$ cat config.mk
export PLATFORM = sky130hd
export DESIGN_NAME = alu_flag_branch_unit
export DESIGN_NICKNAME = d
export VERILOG_FILES = /design/src/rtl/alu_flag_branch_unit_pkg.sv /design/src/rtl/alu_flag_branch_unit_cond_eval.sv /design/src/rtl/alu_flag_branch_unit.sv
export SDC_FILE = /design/constraint.sdc
export NUM_CORES = 1
export LEC_CHECK = 0
export ABC_AREA = 1
export BUFFER_PORTS_ARGS = -buffer_cell sky130_fd_sc_hd__buf_2
export CAP_MARGIN = 30
export CORE_MARGIN = 5
export CORE_UTILIZATION = 45
export CTS_BUF_LIST = sky130_fd_sc_hd__clkbuf_16
export DETAILED_ROUTE_END_ITERATION = 10
export GPL_TIMING_DRIVEN = 0
export PLACE_DENSITY = 0.73
export SETUP_SLACK_MARGIN = 0.15
export SYNTH_ARGS = -nofsm -noshare
export SYNTH_HDL_FRONTEND = slang
export SYNTH_SLANG_ARGS = --single-unit
$ cat constraint.sdc
create_clock -name clk -period 2.36 [get_ports clk]
set_input_delay 0.354 -clock clk [delete_from_list [all_inputs] [get_ports clk]]
set_output_delay 0.354 -clock clk [all_outputs]
set_load 0.02 [all_outputs]
$ cat src/rtl/alu_flag_branch_unit_pkg.sv
// alu_flag_branch_unit_pkg: condition codes, flag bit indices and FSM states shared by the branch unit
package alu_flag_branch_unit_pkg;
  localparam logic [3:0] COND_EQ = 4'h0;
  localparam logic [3:0] COND_NE = 4'h1;
  localparam logic [3:0] COND_CS = 4'h2;
  localparam logic [3:0] COND_CC = 4'h3;
  localparam logic [3:0] COND_MI = 4'h4;
  localparam logic [3:0] COND_PL = 4'h5;
  localparam logic [3:0] COND_VS = 4'h6;
  localparam logic [3:0] COND_VC = 4'h7;
  localparam logic [3:0] COND_HI = 4'h8;
  localparam logic [3:0] COND_LS = 4'h9;
  localparam logic [3:0] COND_GE = 4'hA;
  localparam logic [3:0] COND_LT = 4'hB;
  localparam logic [3:0] COND_GT = 4'hC;
  localparam logic [3:0] COND_LE = 4'hD;
  localparam logic [3:0] COND_AL = 4'hE;
  localparam logic [3:0] COND_NV = 4'hF;
  localparam int FLAG_N = 3;
  localparam int FLAG_Z = 2;
  localparam int FLAG_C = 1;
  localparam int FLAG_V = 0;
  typedef enum logic {ST_IDLE = 1'b0, ST_ISSUE = 1'b1} state_t;
endpackage

$ cat src/rtl/alu_flag_branch_unit_cond_eval.sv
// cond_eval: evaluates a 4-bit condition code against {N,Z,C,V}
module cond_eval
  import alu_flag_branch_unit_pkg::*;
(
  input  logic [3:0] flags,
  input  logic [3:0] cond,
  output logic       take
);
  logic n, z, c, v, base;
  assign n = flags[FLAG_N];
  assign z = flags[FLAG_Z];
  assign c = flags[FLAG_C];
  assign v = flags[FLAG_V];
  // Codes come in pairs where the odd code is the inverse of the even one
  always_comb begin
    base = 1'b1;
    case (cond & 4'hE)
      COND_EQ: base = z;
      COND_CS: base = c;
      COND_MI: base = n;
      COND_VS: base = v;
      COND_HI: base = !c && !z;
      COND_GE: base = n == v;
      COND_GT: base = !z && (n == v);
      default: base = 1'b1;
    endcase
    take = base ^ cond[0];
  end
endmodule

$ cat src/rtl/alu_flag_branch_unit.sv
// alu_flag_branch_unit: status register, branch condition evaluation and taken-target handshake to the PC
module alu_flag_branch_unit
  import alu_flag_branch_unit_pkg::*;
#(
  parameter int W     = 4,
  parameter int CNT_W = 8
) (
  input  logic             clk,
  input  logic             reset,
  input  logic             alu_co,
  input  logic             alu_ovf,
  input  logic             alu_z,
  input  logic             alu_n,
  input  logic             flag_we,
  input  logic             flag_restore,
  input  logic [3:0]       flag_wdata,
  output logic [3:0]       flags,
  input  logic             br_valid,
  output logic             br_ready,
  input  logic [3:0]       br_cond,
  input  logic [W-1:0]     br_target,
  output logic             br_not_taken,
  output logic             pc_valid,
  input  logic             pc_ready,
  output logic [W-1:0]     pc_target,
  output logic [CNT_W-1:0] taken_cnt
);
  state_t     state;
  logic [3:0] eff_flags;
  logic       take, accept;
  // Next status value doubles as the forwarded flags for this cycle's branch
  assign eff_flags = flag_restore ? flag_wdata :
                     flag_we ? {alu_n, alu_z, alu_co, alu_ovf} : flags;
  assign accept = br_valid && br_ready;
  cond_eval u_cond_eval (
    .flags(eff_flags),
    .cond (br_cond),
    .take (take)
  );
  always_ff @(posedge clk) begin
    if (reset) begin
      state        <= ST_IDLE;
      flags        <= '0;
      br_ready     <= 1'b1;
      br_not_taken <= 1'b0;
      pc_valid     <= 1'b0;
      pc_target    <= '0;
      taken_cnt    <= '0;
    end else begin
      flags        <= eff_flags;
      br_not_taken <= accept && !take;
      case (state)
        ST_IDLE: if (accept && take) begin
          state     <= ST_ISSUE;
          br_ready  <= 1'b0;
          pc_valid  <= 1'b1;
          pc_target <= br_target;
          taken_cnt <= taken_cnt + CNT_W'(taken_cnt != '1);
        end
        ST_ISSUE: if (pc_ready) begin
          state    <= ST_IDLE;
          br_ready <= 1'b1;
          pc_valid <= 1'b0;
        end
        default: state <= ST_IDLE;
      endcase
    end
  end
endmodule
==> flow_metrics.env, run 1 <==
export IMPL_outcome="finished, final reports clean"
export IMPL_io_pins=41
export IMPL_rows=18
export IMPL_rsz0062_at_grt="no"
export IMPL_final_layout_size_suffix_gt1_share_pct=36.1
export IMPL_peakVddDrop_uv=531
export IMPL_synth_area_leaders="dfxtp_1, nand2_1, a21oi_2"
export IMPL_htree_levels=1
export IMPL_r2r_slack_ns=0.42
export IMPL_clock_sinks=20
export IMPL_top_usage_layer="met2"
export IMPL_syn_area_per_cell_um2=7.55
export IMPL_worst_hold_slack_ns=0.382
export IMPL_numCtsBuffers=3
export IMPL_finish_utilization_pct=61.0
export IMPL_path_max_fanout=5
export IMPL_finalHoldViolations=0
export IMPL_synth_seq_cells=20
export IMPL_min_from="pc_ready"
export IMPL_timing_final_crit_share_pct=82.3
export IMPL_area_delta_synth_final_pct=28.2
export IMPL_skew_ns=0.00261
export IMPL_syn_inst=159
export IMPL_n_fill_cell=231
export IMPL_start_util_pct=47.6
export IMPL_slowest_delay_ns=0.40
export IMPL_clock_latency_ns=0.25
export IMPL_die_area_um2=3800
export IMPL_min_period_ns=1.94
export IMPL_groute_layer_met2_usage_pct=26.8
export IMPL_cp_start_kind="flop"
export IMPL_critical_path_class="reg2reg"
export IMPL_crit_slowest_cell="dfxtp_1"
export IMPL_clock_path_buffers=2
export IMPL_hold_end="state$_SDFF_PP0_"
export IMPL_grt_max_degree=13
export IMPL_synth_top_cell_by_area="dfxtp_1"
export IMPL_grt_pass1_vias=1160
export IMPL_core_area_um2=2520
export IMPL_grt_antenna_before_repair=0
export IMPL_synth_area_um2=1200
export IMPL_synth_seq_area_share_pct=33.4
export IMPL_synth_fp_nets=183
export IMPL_root_buffer="clkbuf_16"
export IMPL_die_height_um=61.6
export IMPL_leakage_uw=0.000742
export IMPL_r2r_start="taken_cnt[3]$_SDFFE_PP0P_"
export IMPL_via_count=1219
export IMPL_clk_pin_slew_ns=0.05
export IMPL_nets=227
export IMPL_setup_viol_count_final=0
export IMPL_r2r_worst_path_cells=9
export IMPL_whs_path_depth=4
export IMPL_cts_tree="yes"
export IMPL_arrival_ns=2.13
export IMPL_cp_end_kind="flop"
export IMPL_stdcell_count=232
export IMPL_max_freq_mhz=515
export IMPL_port_buffer_count=39
export IMPL_synth_distinct_cells=26
export IMPL_wl_per_cell_um=12.4
export IMPL_routed_wirelength_mm=2.89
export IMPL_dp_cells=228
export IMPL_path_cells="nand2_1 > nor3_1 > nand3_1 > ha_1 > ha_1 > nor3b_1 > xor2_1 > nand4_1 > a21oi_2"
export IMPL_viasPerCell=5.25
export IMPL_hpwl_mm=2.26
export IMPL_tightest_slew_ns=0.552
export IMPL_cp_common_cell="ha_1"
export IMPL_drt_iter0_markers=78
export IMPL_maxSlewHeadroom_pct=63.2
export IMPL_grt_pass1_wl_mm=4.63
export IMPL_firstDrtPassIters=4
export IMPL_die_x_um=61.6
export IMPL_grt_util_met1_pct=19.6
export IMPL_post_cts_buffers=0
export IMPL_diodes=0
export IMPL_synth_top_area_share_pct=33.4
export IMPL_cts_resized=0
export IMPL_setup_tns_ns=0
export IMPL_max_cap_violations=0
export IMPL_r2r_end="taken_cnt[6]$_SDFFE_PP0P_"
export IMPL_drcViolationCount=0
export IMPL_met3_usage_pct=2.10
export IMPL_drtAntennaViolNets=0
export IMPL_overflow=0
export IMPL_place_gp_congestion=0.928
export IMPL_powerDensity_nw_per_um2=684
export IMPL_maxSlewViolCount=0
export IMPL_hp_class="in2reg"
export IMPL_holdBufCountCts=0
export IMPL_grt_usage_pct=16.1
export IMPL_cp_required_ns=2.55
export IMPL_synth_warnings=0
==> layer usage <==
metal / vias to the layer above / share of wire (%)
met2: 44 / 45
met1: 550 / 46
met4: 0 / 2.4
li1: 616 / -
met3: 9 / 7.1
met5: - / 0
==> area by class of cell <==
class,instances,area (um2),share of cell area (%)
Timing Repair Buffer,39,195,12.7
Sequential cell,20,400,26.0
Tap cell,30,37.5,2.44
Buffer,6,42.5,2.77
Multi-Input combinational cell,121,712,46.3
Inverter,12,45.0,2.93
Clock inverter,1,30.0,1.95
Clock buffer,3,75.1,4.88
==> metrics by stage <==
stage,worst slack (ns),power (uW),cell area (um2)
3_5_place_dp,0.458,598,1430
4_1_cts,0.424,1060,1540
6_report,0.418,1050,1540
3_3_place_gp,0.487,592,1430
2_1_floorplan,0.463,531,1200
5_1_grt,0.253,1100,1540
==> worst max path at each step <==
stage          depth (start not counted)                       from                         to  slack (ns)
2_1_floorplan                          9  taken_cnt[3]$_SDFFE_PP0P_  taken_cnt[6]$_SDFFE_PP0P_        0.46
3_3_place_gp                           9  taken_cnt[3]$_SDFFE_PP0P_  taken_cnt[6]$_SDFFE_PP0P_        0.49
3_5_place_dp                           9  taken_cnt[3]$_SDFFE_PP0P_  taken_cnt[6]$_SDFFE_PP0P_        0.46
4_1_cts                                9  taken_cnt[3]$_SDFFE_PP0P_  taken_cnt[6]$_SDFFE_PP0P_        0.42
5_1_grt                                9  taken_cnt[3]$_SDFFE_PP0P_  taken_cnt[6]$_SDFFE_PP0P_        0.25
6_report                               9  taken_cnt[3]$_SDFFE_PP0P_  taken_cnt[6]$_SDFFE_PP0P_        0.42
==> cell families after synthesis <==
family	after synthesis	share of synthesized area, %
compound gates	16	11.1
xor+xnor	6	4.38
fa+ha+maj	2	2.09
buf+inv	18	7.30
flops	20	33.4
simple gates	97	41.8
==> flip-flops by register name, summed over array words and instances (netlist names) <==
name and cells:
pc_target 4, state 1, pc_valid 1, taken_cnt 8
br_ready 1, br_not_taken 1, flags 4
==> critical path: cells and delay by family (launching register included) <==
| kind | cells | cell delay [ns] |
|---|---|---|
| AO/OA/AOI/OAI | 1 | 0.15 |
| AND/OR/NAND/NOR | 5 | 0.76 |
| XOR/XNOR | 1 | 0.12 |
| adder cells (fa/ha/maj) | 2 | 0.45 |
| flip-flops | 1 | 0.40 |
==> cells in the final DEF, fill, tap and decap left out, drive strengths merged <==
cell type / Yosys / layout
a211oi: 1 / 1
nand3: 18 / 18
or2: 4 / 4
xnor2: 2 / 2
dfxtp: 20 / 20
clkbuf: 3 / 6
a21oi: 14 / 14
ha: 2 / 2
nor3b: 1 / 1
bufinv: 0 / 1
nand2: 51 / 51
o21ai: 1 / 1
inv: 12 / 12
xor2: 4 / 4
nand3b: 1 / 1
nor3: 2 / 2
buf: 3 / 42
nor2: 8 / 8
nand4: 12 / 12
==> cell usage after synthesis <==
cell and instances:
a211oi_2 1, a21oi_1 5, a21oi_2 9, buf_2 1, buf_6 1, buf_8 1
clkbuf_1 3, dfxtp_1 20, ha_1 2, inv_1 10, inv_2 2, nand2_1 41
nand2_2 9, nand2_4 1, nand3_1 14, nand3_2 2, nand3_4 2, nand3b_1 1
nand4_1 12, nor2_1 8, nor3_1 2, nor3b_1 1, o21ai_4 1, or2_1 4
xnor2_1 2, xor2_1 4
==> power breakdown <==
part           switching (uW)  internal [uW]  leakage [uW]
sequential               13.6            358      0.000164
clock                     125            336     0.0000511
combinational             138           80.3      0.000527
Note: power is estimated with default switching activity, not from simulation.
==> inputs of run 2 (changes only) <==
Clock period 2.36 ns to 1.8 ns, I/O delays scaled along.
==> flow_metrics.env, run 2 (synthesized netlist as in run 1, its figures left out) <==
export IMPL_outcome="finished, final reports clean"
export IMPL_path_max_fanout=3
export IMPL_largest_registers="taken_cnt x8, flags x4, pc_target x4"
export IMPL_r2r_slack_ns=0.04
export IMPL_skew_ns=0.00158
export IMPL_viasPerCell=5.40
export IMPL_postPlaceCellArea_um2=1460
export IMPL_n_fill_cell=197
export IMPL_nets=240
export IMPL_tightest_slew_ns=0.581
export IMPL_min_period_ns=1.76
export IMPL_wl_per_cell_um=15.2
export IMPL_finalHoldViolations=0
export IMPL_root_buffer="clkbuf_16"
export IMPL_finish_utilization_pct=72.7
export IMPL_place_gp_congestion=0.910
export IMPL_grt_pass1_wl_mm=5.30
export IMPL_numCtsBuffers=3
export IMPL_largest_reg_flops=8
export IMPL_rsz0062_at_grt="yes"
export IMPL_drtAntennaViolNets=0
export IMPL_r2r_end="taken_cnt[6]$_SDFFE_PP0P_"
export IMPL_seq_area_um2=425
export IMPL_leakage_uw=0.000911
export IMPL_top_register="taken_cnt"
export IMPL_grt_antenna_before_repair=0
export IMPL_arrival_ns=1.95
export IMPL_die_x_um=61.6
export IMPL_via_count=1322
export IMPL_rows=18
export IMPL_die_height_um=61.6
export IMPL_fin_area_um2=1830
export IMPL_firstDrtPassIters=4
export IMPL_drcViolationCount=0
export IMPL_worstSetupStartpoint="taken_cnt[4]$_SDFFE_PP0P_"
export IMPL_area_delta_synth_final_pct=52.9
export IMPL_maxSlewHeadroom_pct=61.3
export IMPL_timing_final_crit_share_pct=97.9
export IMPL_multi_input_area_um2=861
export IMPL_hp_class="in2reg"
export IMPL_max_freq_mhz=568
export IMPL_die_area_um2=3800
export IMPL_overflow=0
export IMPL_clock_path_buffers=2
export IMPL_diodes=0
export IMPL_cp_end_kind="flop"
export IMPL_critPathCapture="taken_cnt[6]$_SDFFE_PP0P_"
export IMPL_routed_wirelength_mm=3.72
export IMPL_setup_viol_count_final=0
export IMPL_grt_max_degree=13
export IMPL_r2r_start="taken_cnt[4]$_SDFFE_PP0P_"
export IMPL_max_cap_violations=0
export IMPL_peakVddDrop_uv=619
export IMPL_final_common_cell="buf_2"
export IMPL_io_pins=41
export IMPL_drt_iter0_markers=117
export IMPL_cp_start_kind="flop"
export IMPL_htree_levels=1
export IMPL_cts_tree="yes"
export IMPL_critical_path_class="reg2reg"
export IMPL_grt_usage_pct=18.0
export IMPL_hpwl_mm=2.30
export IMPL_r2r_worst_path_cells=9
export IMPL_clk_pin_slew_ns=0.06
export IMPL_grt_pass1_vias=1329
export IMPL_core_area_um2=2520
export IMPL_powerDensity_nw_per_um2=762
export IMPL_port_buffer_count=39
export IMPL_start_util_pct=47.6
export IMPL_final_cell_mix="buf_2, nand2_1, nand4_1, dfxtp_1, buf_4"
export IMPL_final_layout_size_suffix_gt1_share_pct=54.0
export IMPL_clock_sinks=20
export IMPL_maxSlewViolCount=0
export IMPL_cp_required_ns=1.98
export IMPL_clock_latency_ns=0.25
-- run 2: worst min-delay path by stage --
stage / start / to / slack (ns) / cells past startpoint
2_1_floorplan: br_valid / br_not_taken$_SDFF_PP0_ / 0.43 / 2
3_3_place_gp: pc_target[3]$_SDFFE_PP0P_ / pc_target[3]$_SDFFE_PP0P_ / 0.45 / 2
3_5_place_dp: pc_target[2]$_SDFFE_PP0P_ / pc_target[2]$_SDFFE_PP0P_ / 0.45 / 2
4_1_cts: br_valid / br_not_taken$_SDFF_PP0_ / 0.30 / 3
5_1_grt: br_valid / br_not_taken$_SDFF_PP0_ / 0.31 / 3
6_report: br_valid / br_not_taken$_SDFF_PP0_ / 0.29 / 3
-- run 2: per-layer routing --
layer	global-route usage (%)	wire length [um]
met5	0	0
met4	9.70	87
met3	2.73	236
met2	30.2	1830
met1	22.0	1570
-- run 2: metrics by stage --
stage	hold slack (ns)	power, uW	instances	setup TNS, ns	setup slack (ns)
final	0.292	1400	245	0	0.0379
after global routing	0.313	1460	245	-0.0295	-0.0295
after floorplan	0.431	691	159	0	0.162
after detailed placement	0.455	779	228	-0.00122	-0.00122
after global placement	0.449	771	228	0	0.0409
after CTS	0.297	1330	238	0	0.107
-- run 2: critical path, stage by stage (launching register included) --
cell     delay (ns)
dfxtp_4        0.36
nand2_4        0.06
nor3_4         0.20
nand3_2        0.11
ha_4           0.19
ha_4           0.17
nor3b_4        0.15
xor2_1         0.15
nand4_1        0.16
a21oi_2        0.14
-- run 2: power breakdown --
| group | switching, uW | internal, uW |
|---|---|---|
| Clock | 170 | 385 |
| Combinational | 209 | 145 |
| Sequential | 24.6 | 462 |
| Total | 404 | 993 |
-- run 2: layout make-up --
cell class	instances	share of cell area, %
Clock buffer	4	5.46
Sequential cell	20	23.2
Inverter	12	2.46
Multi-Input combinational cell	121	46.9
Buffer	6	3.00
Tap cell	30	2.05
Timing Repair Buffer	52	16.9
-- run 2: timing repair --
action / 4_1_cts / 5_1_grt
resized for setup: 10 / 30
pin swaps: 6 / 13
buffers inserted: 6 / 6
hold buffers: 0 / 0
hold endpoints to repair: 0 / 0
setup endpoints to repair: 7 / 11
cloned: 0 / 1
==> inputs of run 3 (changes only) <==
Settings changed: CORE_ASPECT_RATIO from default to 1.1.
==> flow_metrics.env, run 3 (synthesized netlist as in run 1, its figures left out) <==
export IMPL_clock_latency_ns=0.25
export IMPL_tightest_slew_ns=0.613
export IMPL_holdBufCountCts=0
export IMPL_cp_end_kind="flop"
export IMPL_r2r_end="taken_cnt[6]$_SDFFE_PP0P_"
export IMPL_pre_cts_slack_ns=-0.00966
export IMPL_io_pins=41
export IMPL_die_x_um=59.2
export IMPL_postPlaceCellArea_um2=1460
export IMPL_viasPerCell=5.40
export IMPL_maxSlewViolCount=0
export IMPL_max_freq_mhz=559
export IMPL_finalHoldViolations=0
export IMPL_outcome="finished, final reports clean"
export IMPL_area_delta_synth_final_pct=56.4
export IMPL_port_buffer_count=39
export IMPL_setup_viol_count_final=0
export IMPL_diodes=0
export IMPL_path_max_fanout=3
export IMPL_nets=238
export IMPL_peakVddDrop_uv=887
export IMPL_die_height_um=64.2
export IMPL_final_layout_size_suffix_gt1_share_pct=56.8
export IMPL_leakage_uw=0.000942
export IMPL_clock_sinks=20
export IMPL_numCtsBuffers=3
export IMPL_powerDensity_nw_per_um2=750
export IMPL_fin_area_um2=1880
export IMPL_firstDrtPassIters=4
export IMPL_drcViolationCount=0
export IMPL_top_register="taken_cnt"
export IMPL_cp_required_ns=1.98
export IMPL_hpwl_mm=2.40
export IMPL_worstSetupStartpoint="taken_cnt[5]$_SDFFE_PP0P_"
export IMPL_arrival_ns=1.97
export IMPL_min_period_ns=1.79
export IMPL_clock_path_buffers=2
export IMPL_critPathCapture="taken_cnt[6]$_SDFFE_PP0P_"
export IMPL_wl_per_cell_um=16.8
export IMPL_r2r_start="taken_cnt[5]$_SDFFE_PP0P_"
export IMPL_final_cell_mix="buf_2, nand2_1, nand4_1"
export IMPL_top_usage_layer="met2"
export IMPL_multi_input_area_um2=918
export IMPL_grt_util_met1_pct=23.2
export IMPL_max_cap_violations=0
export IMPL_drt_iter0_markers=74
export IMPL_start_util_pct=47.6
export IMPL_hp_class="in2reg"
export IMPL_largest_reg_flops=8
export IMPL_largest_registers="taken_cnt x8, flags x4, pc_target x4"
export IMPL_htree_levels=1
export IMPL_r2r_worst_path_cells=9
export IMPL_grt_antenna_before_repair=0
export IMPL_place_gp_congestion=0.923
export IMPL_grt_usage_pct=19.9
export IMPL_met3_usage_pct=2.41
export IMPL_overflow=0
export IMPL_maxSlewHeadroom_pct=59.1
export IMPL_grt_pass1_wl_mm=5.99
export IMPL_fin_ws_ns=0.0108
export IMPL_via_count=1318
export IMPL_clk_pin_slew_ns=0.06
export IMPL_die_area_um2=3800
export IMPL_cp_start_kind="flop"
export IMPL_core_area_um2=2520
export IMPL_final_common_cell="buf_2"
export IMPL_r2r_slack_ns=0.01
export IMPL_root_buffer="clkbuf_16"
export IMPL_seq_area_um2=424
export IMPL_cts_tree="yes"
export IMPL_timing_final_crit_share_pct=99.4
export IMPL_min_from="br_valid"
export IMPL_skew_ns=0.00168
export IMPL_critical_path_class="reg2reg"
export IMPL_grt_pass1_vias=1332
export IMPL_groute_layer_met2_usage_pct=35.9
export IMPL_rows=19
export IMPL_grt_max_degree=13
export IMPL_rsz0062_at_grt="yes"
export IMPL_n_fill_cell=186
export IMPL_drtAntennaViolNets=0
export IMPL_routed_wirelength_mm=4.10
run 3: cell types whose count changed in the layout (fill, tap and decap cells not counted), sizes merged:
cell / before / now
buf: 54 / 52
run 3: what timing repair did:
item	CTS	global route
hold endpoints to repair	0	0
setup endpoints to repair	4	15
resized for setup	9	41
pin swaps	5	26
cloned	0	1
setup buffers	6	4
run 3: worst min path at each step:
stage | end | slack (ns) | cells after the start
after floorplan | br_not_taken$_SDFF_PP0_ | 0.43 | 2
after global placement | pc_target[3]$_SDFFE_PP0P_ | 0.45 | 2
after detailed placement | pc_target[3]$_SDFFE_PP0P_ | 0.45 | 2
after CTS | br_not_taken$_SDFF_PP0_ | 0.29 | 3
after global routing | br_not_taken$_SDFF_PP0_ | 0.31 | 3
final | br_not_taken$_SDFF_PP0_ | 0.29 | 3
run 3: worst max-delay path, stage by stage (launching register included):
cell,delay [ns]
dfxtp_4,0.37
nand2_4,0.06
nor3_4,0.21
nand3_2,0.12
ha_4,0.19
ha_4,0.16
nor3b_4,0.15
xor2_1,0.16
nand4_1,0.14
a21oi_2,0.17
run 3: per-stage QoR:
stage                     total power [uW]  hold WS (ns)  TNS, ns  utilization, %  cells
after floorplan                        691         0.431        0               -    159
after global placement                 771         0.448        0            57.9    229
after detailed placement               779         0.453  -0.0300            57.9    229
final                                 1410         0.288        0            74.5    244
after global routing                  1460         0.305  -0.0565            74.5    244
after CTS                             1330         0.289        0            65.2    239
run 3: power breakdown:
group / internal (uW) / switching (uW)
Combinational: 144 / 218
Clock: 385 / 173
Sequential: 464 / 23.9
Total: 993 / 414
run 3: metal layers:
metal	vias to the layer above	part of all wire, %
met4	0	2.8
met1	597	39
met2	69	51
met3	12	6.4
li1	640	-
met5	-	0
run 3: layout make-up:
class                           instances  area share [%]
Buffer                                  6            2.93
Tap cell                               31            2.07
Sequential cell                        20            22.6
Inverter                               12            2.40
Clock buffer                            4            5.33
Timing Repair Buffer                   50            15.7
Multi-Input combinational cell        121            48.9
